==> config.mk <==
export PLATFORM = sky130hd
export DESIGN_NAME = ahb_master_mux
export DESIGN_NICKNAME = d
export VERILOG_FILES = /design/src/rtl/ahb_master_mux.sv
export SDC_FILE = /design/constraint.sdc
export NUM_CORES = 1
export LEC_CHECK = 0
export ABC_AREA = 1
export BUFFER_PORTS_ARGS = -buffer_cell sky130_fd_sc_hd__buf_4
export CAP_MARGIN = 20
export CORE_AREA = 2 2 148 150
export CTS_CLUSTER_SIZE = 12
export DETAILED_ROUTE_END_ITERATION = 8
export DIE_AREA = 0 0 150 152
export GPL_TIMING_DRIVEN = 0
export PLACE_DENSITY = 0.38
export SKIP_LAST_GASP = 1
export SYNTH_ARGS = -nofsm -noshare
export SYNTH_HDL_FRONTEND = slang
export SYNTH_SLANG_ARGS = --single-unit
==> constraint.sdc <==
create_clock -name Hclk -period 1.8 [get_ports Hclk]
set_input_delay 0.09 -clock Hclk [delete_from_list [all_inputs] [get_ports Hclk]]
set_output_delay 0.09 -clock Hclk [all_outputs]
set_load 0.02 [all_outputs]
==> src/rtl/ahb_master_mux.sv <==
// rtl/ahb_master_mux.sv - AHB master-side address/data multiplexer with burst tracking
//
// Selects the address-phase master (Hmaster) onto the shared bus, keeps a
// data-phase master register so write data and responses follow the AHB
// pipeline, and counts fixed-length burst beats so the arbiter can hold grant.
//
// Ports:
//   Hclk, Hreset            clock, synchronous active-high reset
//   Hmaster                 address-phase owner from the arbiter
//   Haddr_m .. Hwdata_m     per-master request fields, master i at slice i
//   Hready, Hresp           slave-side ready and response
//   Haddr .. Hburst         muxed address-phase fields
//   Hwdata                  write data of the data-phase master
//   Hresp_m                 per-master response (OKAY unless in data phase)
//   Hburst_active           fixed-length burst has beats remaining
//   Hebt                    one-cycle early burst termination pulse
//   Hprot_err               sticky protocol error
//
// Optional feature macro: AHB_MUX_PROT_CHECK_EN (protocol checker for Hprot_err).

module ahb_master_mux #(
    parameter int NUM_MASTERS = 4,
    parameter int ADDR_WIDTH  = 32,
    parameter int DATA_WIDTH  = 32,
    parameter int MW          = (NUM_MASTERS > 1) ? $clog2(NUM_MASTERS) : 1
) (
    input  logic                              Hclk,
    input  logic                              Hreset,
    input  logic [MW-1:0]                     Hmaster,
    input  logic [NUM_MASTERS*ADDR_WIDTH-1:0] Haddr_m,
    input  logic [NUM_MASTERS*2-1:0]          Htrans_m,
    input  logic [NUM_MASTERS-1:0]            Hwrite_m,
    input  logic [NUM_MASTERS*3-1:0]          Hsize_m,
    input  logic [NUM_MASTERS*3-1:0]          Hburst_m,
    input  logic [NUM_MASTERS*DATA_WIDTH-1:0] Hwdata_m,
    input  logic                              Hready,
    input  logic [1:0]                        Hresp,
    output logic [ADDR_WIDTH-1:0]             Haddr,
    output logic [1:0]                        Htrans,
    output logic                              Hwrite,
    output logic [2:0]                        Hsize,
    output logic [2:0]                        Hburst,
    output logic [DATA_WIDTH-1:0]             Hwdata,
    output logic [NUM_MASTERS*2-1:0]          Hresp_m,
    output logic                              Hburst_active,
    output logic                              Hebt,
    output logic                              Hprot_err
);

    localparam logic [1:0] TRANS_IDLE   = 2'b00;
    localparam logic [1:0] TRANS_NONSEQ = 2'b10;
    localparam logic [1:0] TRANS_SEQ    = 2'b11;
    localparam logic [1:0] RESP_ERROR   = 2'b01;

    logic [MW-1:0] dmaster;
    logic          dvalid;
    logic [4:0]    beats_left;
    logic [4:0]    burst_len;
    logic          acc_nonseq;
    logic          acc_seq;
    logic          early_term;

    // Address-phase mux; an out-of-range Hmaster leaves the bus IDLE with zeros.
    always_comb begin
        Haddr  = '0;
        Htrans = TRANS_IDLE;
        Hwrite = 1'b0;
        Hsize  = 3'b000;
        Hburst = 3'b000;
        for (int i = 0; i < NUM_MASTERS; i++) begin
            if (Hmaster == MW'(i)) begin
                Haddr  = Haddr_m[i*ADDR_WIDTH +: ADDR_WIDTH];
                Htrans = Htrans_m[i*2 +: 2];
                Hwrite = Hwrite_m[i];
                Hsize  = Hsize_m[i*3 +: 3];
                Hburst = Hburst_m[i*3 +: 3];
            end
        end
    end

    // Data-phase mux follows the registered data-phase owner.
    always_comb begin
        Hwdata  = '0;
        Hresp_m = '0;
        for (int i = 0; i < NUM_MASTERS; i++) begin
            if (dmaster == MW'(i)) begin
                Hwdata = Hwdata_m[i*DATA_WIDTH +: DATA_WIDTH];
                if (dvalid) begin
                    Hresp_m[i*2 +: 2] = Hresp;
                end
            end
        end
    end

    always_comb begin
        case (Hburst)
            3'b010, 3'b011: burst_len = 5'd4;
            3'b100, 3'b101: burst_len = 5'd8;
            3'b110, 3'b111: burst_len = 5'd16;
            default:        burst_len = 5'd0;
        endcase
    end

    assign acc_nonseq = Hready && (Htrans == TRANS_NONSEQ);
    assign acc_seq    = Hready && (Htrans == TRANS_SEQ);
    assign early_term = (beats_left != 5'd0) &&
                        ((Hready && (Htrans == TRANS_IDLE)) ||
                         (dvalid && (Hresp == RESP_ERROR)));

    always_ff @(posedge Hclk) begin
        if (Hreset) begin
            dmaster    <= '0;
            dvalid     <= 1'b0;
            beats_left <= 5'd0;
            Hebt       <= 1'b0;
        end else begin
            if (Hready) begin
                dmaster <= Hmaster;
                dvalid  <= Htrans[1];
            end
            Hebt <= 1'b0;
            // A new NONSEQ restarts the count even if the old burst is being
            // terminated in the same cycle; that case does not pulse Hebt.
            if (acc_nonseq) begin
                beats_left <= (burst_len == 5'd0) ? 5'd0 : burst_len - 5'd1;
            end else if (early_term) begin
                beats_left <= 5'd0;
                Hebt       <= 1'b1;
            end else if (acc_seq && (beats_left != 5'd0)) begin
                beats_left <= beats_left - 5'd1;
            end
        end
    end

    assign Hburst_active = (beats_left != 5'd0);

`ifdef AHB_MUX_PROT_CHECK_EN
    logic [MW-1:0] owner;
    logic          last_incr;
    logic          prot_err;

    always_ff @(posedge Hclk) begin
        if (Hreset) begin
            owner     <= '0;
            last_incr <= 1'b0;
            prot_err  <= 1'b0;
        end else begin
            if (acc_nonseq) begin
                owner     <= Hmaster;
                last_incr <= (Hburst == 3'b001);
            end
            // SEQ outside any burst (undefined-length INCR excepted), or SEQ
            // from a master other than the one that opened the burst.
            if (acc_seq &&
                (((beats_left == 5'd0) && !last_incr) ||
                 ((beats_left != 5'd0) && (Hmaster != owner)))) begin
                prot_err <= 1'b1;
            end
        end
    end

    assign Hprot_err = prot_err;
`else
    assign Hprot_err = 1'b0;
`endif

endmodule

==> impl_metrics.yaml, run 1 <==
floorplan:
  core_area_um2: 21400
  die_w_um: 150
  dieArea_um2: 22800
  placementRows: 54
  start_util_pct: 11.0
  die_h_um: 152
  io_pins: 383
synthesis:
  synthFlopType: "dfxtp_1"
  syn_nets: 793
  yosys_warnings: 0
  synth_edf_count: 0
  netlist_instances: 493
  async_flop_share_pct: 0
  yosysSeqAreaShare_pct: 7.66
  syn_area_um2: 2350
  synth_seq_cells: 9
  yosys.cell_types.count: 29
  synth.avg_cell_area_um2: 4.77
sta:
  finalClockSkew_ps: 1.88
  max_freq_mhz: 590
  min_period_over_period_pct: 94.1
  drv_slew: 0
  rsz0062_at_grt: "true"
  hold_violations: 0
  setup-violations-final: 0
  tns_ps: 0
  min_period_ps: 1690
grt:
  grt_first_pass_wirelength_um: 26900
  grt_usage_pct: 15.1
  grt_pass1_vias: 4932
  overflow: 0
  grt_max_degree: 11
  antenna_found_initial: 3
drt:
  vias: 4678
  wirelength_um: 18500
  first_iter_violations: 147
  avgRoutedWirePerCell_um: 15.9
  ant_nets: 0
  via_per_inst: 4.04
  dr.pass1.iters: 4
  route.detailed.drc: 0
placement:
  gp_congestion: 0.791
  dp_cells: 1152
  port_buffers: 379
  dp_hpwl_um: 16200
worst_hold_path:
  hp-class: "in2reg"
final_layout:
  ff_latch_area_um2: 181
  drive_gt1_share_pct: 49.5
  fillerInstances: 2523
  area_growth_pct: 141
  layout_commonest_cell: "buf_4"
  final_cells: 1159
  layout.nets: 1177
  multiInputGateArea_um2: 1980
  layout_common_cells: "buf_4 (381), nand2_1 (297), nand4_1 (71)"
worst_setup_path:
  worstPathMaxFanout: 10
  startpoint: "dmaster[0]"
  critPathRequiredTime_ps: 1710
  worstReg2RegStart: "beats_left[0]"
  r2r_setup_slack_ps: 230
  crit_type: "reg2out"
  worstSetupStartpointType: "register"
  crit_path_end_kind: "output pin"
  crit_end: "Hwdata[23]"
  r2r-end: "beats_left[3]"
  r2r_cells: 7
  cp_data_arrival_time_ps: 1600
clock_tree:
  cts_resized: 14
  htreeDepth: 1
  cts_buffers: 3
  cts_sinks: 9
  clkTransAtPathRegs_ps: 40
  cts_root_buf: "clkbuf_16"
  cts_hold_buf: 0
  clk_latency_ps: 240
  postCtsSetupRepairBufs: 0
  cts_tree: "yes"
  cts_max_path_buffers: 2
pwr:
  power_leakage_nw: 2.95
  p_per_area_nw_per_um2: 400
  peakVddDrop_mv: 0.254
outcome:
  status: "finished, final reports clean"
job:
  cap_viol_max_count: 0
==> sequential cells by signal, indices dropped and copies added, names as in the netlist <==
| signal | flops |
|---|---|
| Hebt | 1 |
| beats_left | 5 |
| dmaster | 2 |
| dvalid | 1 |
==> layer usage <==
| layer | up-vias | track usage (%) | part of all wire (%) |
|---|---|---|---|
| li1 | 2384 | - | - |
| met1 | 2026 | 15.2 | 35 |
| met2 | 249 | 29.5 | 52 |
| met3 | 19 | 4.77 | 11 |
| met4 | 0 | 3.55 | 1.8 |
| met5 | - | 0 | 0 |
==> cells by family (layout without fill, tap and decap cells) <==
family                   Yosys count  after routing  synth area share [%]
AO/OA/AOI/OAI                     14             14                  3.14
AND/OR/NAND/NOR                  419            419                  78.9
adder cells (fa/ha/maj)            1              1                 0.532
XOR/XNOR                           2              2                 0.745
buffers and inverters             47            430                  8.83
flip-flops                         9              9                  7.66
other                              1              4                 0.160
==> stage by stage <==
stage	utilization, %	power [mW]	instance area (µm²)	hold slack (ps)	setup WS [ps]
2_1_floorplan	-	0.918	2350	159	308
3_3_place_gp	26.0	1.89	5550	298	-15.6
3_5_place_dp	26.0	1.88	5550	298	9.57
4_1_cts	26.4	2.30	5650	49.2	-3.13
5_1_grt	26.5	2.43	5670	49.7	-18.2
6_report	26.6	2.27	5670	46.8	106
==> critical path, stage by stage (launching register included) <==
cell and delay [ps]:
dfxtp_1 390, inv_1 110, nand2_2 110, inv_1 110, clkbuf_4 200, nand2_1 90
nand4_1 140, buf_4 200
==> synthesized netlist by cell type (2+ instances only) <==
library cell	count	area share, %
dfxtp_1	9	7.7
nand2_1	298	48
nand3_2	3	1.3
nand3_1	7	1.5
o21ai_0	4	0.85
inv_1	15	2.4
nor2_2	2	0.53
nor3_1	4	0.85
xnor2_1	2	0.75
buf_4	2	0.64
clkbuf_1	14	2.2
nor2_4	2	0.96
nand4_1	71	19
buf_2	13	2.8
a21oi_1	8	1.7
nand2_2	2	0.53
nor2_1	22	3.5
nand2_4	3	1.4
or2_4	2	0.75
==> power breakdown <==
group | internal [mW] | switching, mW | total (mW) | leakage, nW
clock network | 0.297 | 0.105 | 0.401 | 0.0382
registers | 0.213 | 0.0124 | 0.226 | 0.0739
logic | 0.834 | 0.806 | 1.64 | 2.84
total | 1.34 | 0.923 | 2.27 | 2.95
==> worst min-delay path by stage <==
stage | end | cells past startpoint | start | slack, ps
5_1_grt | beats_left[3] | 2 | Hreset | 50
4_1_cts | beats_left[0] | 2 | Hreset | 50
3_3_place_gp | beats_left[0] | 2 | Hreset | 300
3_5_place_dp | beats_left[0] | 2 | Hreset | 300
6_report | beats_left[0] | 2 | Hreset | 50
2_1_floorplan | beats_left[0] | 1 | Hreset | 160
==> area by class of cell <==
| class | instances | share of cell area [%] |
|---|---|---|
| repair buffers | 379 | 50.2 |
| multi-input cells | 437 | 34.8 |
| well taps | 280 | 6.18 |
| flip-flops and latches | 9 | 3.20 |
| plain buffers | 31 | 3.02 |
| clock buffers | 4 | 1.39 |
| inverters | 16 | 1.06 |
| diodes | 3 | 0.132 |
Note: power is estimated with default switching activity, not from simulation.
==> run 2: changes to the inputs <==
--- a/config.mk
+++ b/config.mk
@@ -13,8 +13,8 @@
 export DETAILED_ROUTE_END_ITERATION = 8
 export DIE_AREA = 0 0 150 152
 export GPL_TIMING_DRIVEN = 0
-export PLACE_DENSITY = 0.38
 export SKIP_LAST_GASP = 1
+export SLEW_MARGIN = 40
 export SYNTH_ARGS = -nofsm -noshare
 export SYNTH_HDL_FRONTEND = slang
 export SYNTH_SLANG_ARGS = --single-unit
==> impl_metrics.yaml, run 2 (synthesis results as in run 1) <==
outcome:
  status: "finished, final reports clean"
final_layout:
  fillerInstances: 2438
  post-route-util_pct: 26.5
  layout_common_cells: "buf_4 (381), nand2_1 (298), nand4_1 (71)"
  top_register: "beats_left"
  layout_commonest_cell: "buf_4"
  layout.nets: 1177
  largest_register_ffs: 5
  drive_gt1_share_pct: 49.3
  final_cells: 1157
  area_growth_pct: 141
  top_regs: "beats_left x5, dmaster x2"
placement:
  port_buffers: 379
  dp_cells: 1152
  gp_congestion: 0.809
  preCtsSetupSlack_ps: -39.2
  dp_hpwl_um: 15100
grt:
  grt_max_degree: 11
  grt_first_pass_wirelength_um: 24400
  grt_usage_pct: 13.6
  grt_pass1_vias: 4682
  antenna_found_initial: 1
  overflow: 0
floorplan:
  die_w_um: 150
  dieArea_um2: 22800
  core_area_um2: 21400
  start_util_pct: 11.0
  io_pins: 383
  placementRows: 54
  die_h_um: 152
sta:
  max_freq_mhz: 604
  fin_ws_ps: 144
  drv_slew: 0
  hold_violations: 0
  tns_ps: 0
  min_period_ps: 1660
  rsz0062_at_grt: "false"
  finalClockSkew_ps: 0.998
  min_period_over_period_pct: 92.0
  setup-violations-final: 0
clock_tree:
  htreeDepth: 1
  cts_max_path_buffers: 2
  cts_sinks: 9
  cts_root_buf: "clkbuf_16"
  clkTransAtPathRegs_ps: 40
  postCtsSetupRepairBufs: 0
  clk_latency_ps: 230
  cts_hold_buf: 0
  cts_tree: "yes"
  cts_buffers: 3
worst_setup_path:
  slowest_delay_ps: 340
  critPathRequiredTime_ps: 1710
  crit_type: "reg2out"
  r2r_setup_slack_ps: 240
  path_cells: "inv_1 -> nand2_1 -> inv_1 -> buf_2 -> nand2_1 -> nand4_1 -> buf_4"
  slowest_stage: "dfxtp_2"
  crit_path_end_kind: "output pin"
  worstPathMaxFanout: 10
  cp_data_arrival_time_ps: 1570
  worstSetupStartpointType: "register"
pwr:
  p_per_area_nw_per_um2: 399
  power_mw: 2.26
  peakVddDrop_mv: 0.219
  power_leakage_nw: 2.95
drt:
  dr.pass1.iters: 4
  ant_nets: 0
  first_iter_violations: 162
  via_per_inst: 4.08
  avgRoutedWirePerCell_um: 14.7
  vias: 4720
  route.detailed.drc: 0
  wirelength_um: 17000
worst_hold_path:
  hp-class: "in2reg"
job:
  cap_viol_max_count: 0
[run 2: worst max-delay path, delay by kind of cell (launching register included)]
family	cells	cell delay (ps)
buffers and inverters	4	680
flip-flops	1	340
AND/OR/NAND/NOR	3	320
[run 2: per-stage QoR]
| stage | instance area (µm²) | hold slack [ps] |
|---|---|---|
| 2_1_floorplan | 2350 | 159 |
| 6_report | 5670 | 56.0 |
| 3_3_place_gp | 5550 | 295 |
| 5_1_grt | 5670 | 59.4 |
| 4_1_cts | 5660 | 55.3 |
| 3_5_place_dp | 5550 | 300 |
[run 2: final timing paths]
path / startpoint / to / depth (start not counted)
worst max register to register: beats_left[0] / beats_left[2] / 7
worst min register to register: beats_left[4] / beats_left[4] / 2
worst min-delay path: Hreset / beats_left[1] / 2
worst max-delay path: dmaster[0] / Hwdata[20] / 7
[run 2: what timing repair did]
item                                    in CTS  in global routing
resized for setup                           17                  7
endpoints found under the setup margin      34                 32
pin swaps                                    0                  0
[run 2: final cells by class]
| class | instances | area (µm²) | area share (%) |
|---|---|---|---|
| Timing Repair Buffer | 379 | 2850 | 50.2 |
| Clock buffer | 4 | 78.8 | 1.39 |
| Tap cell | 280 | 350 | 6.18 |
| Buffer | 31 | 173 | 3.05 |
| Multi-Input combinational cell | 437 | 1970 | 34.8 |
| Inverter | 16 | 60.1 | 1.06 |
| Antenna cell | 1 | 2.50 | 0.0442 |
| Sequential cell | 9 | 183 | 3.22 |
[run 2: metal layers]
metal	global-route usage [%]	wire, µm	vias to the layer above
li1	-	-	2376
met1	13.6	5900	2080
met2	28.2	9270	251
met3	2.43	1580	13
met4	2.70	269	0
met5	0	0	-
[run 2: report_power, final]
part	leakage [nW]	internal (mW)	switching [mW]
sequential	0.0742	0.214	0.0127
clock	0.0382	0.296	0.0946
combinational	2.84	0.834	0.808
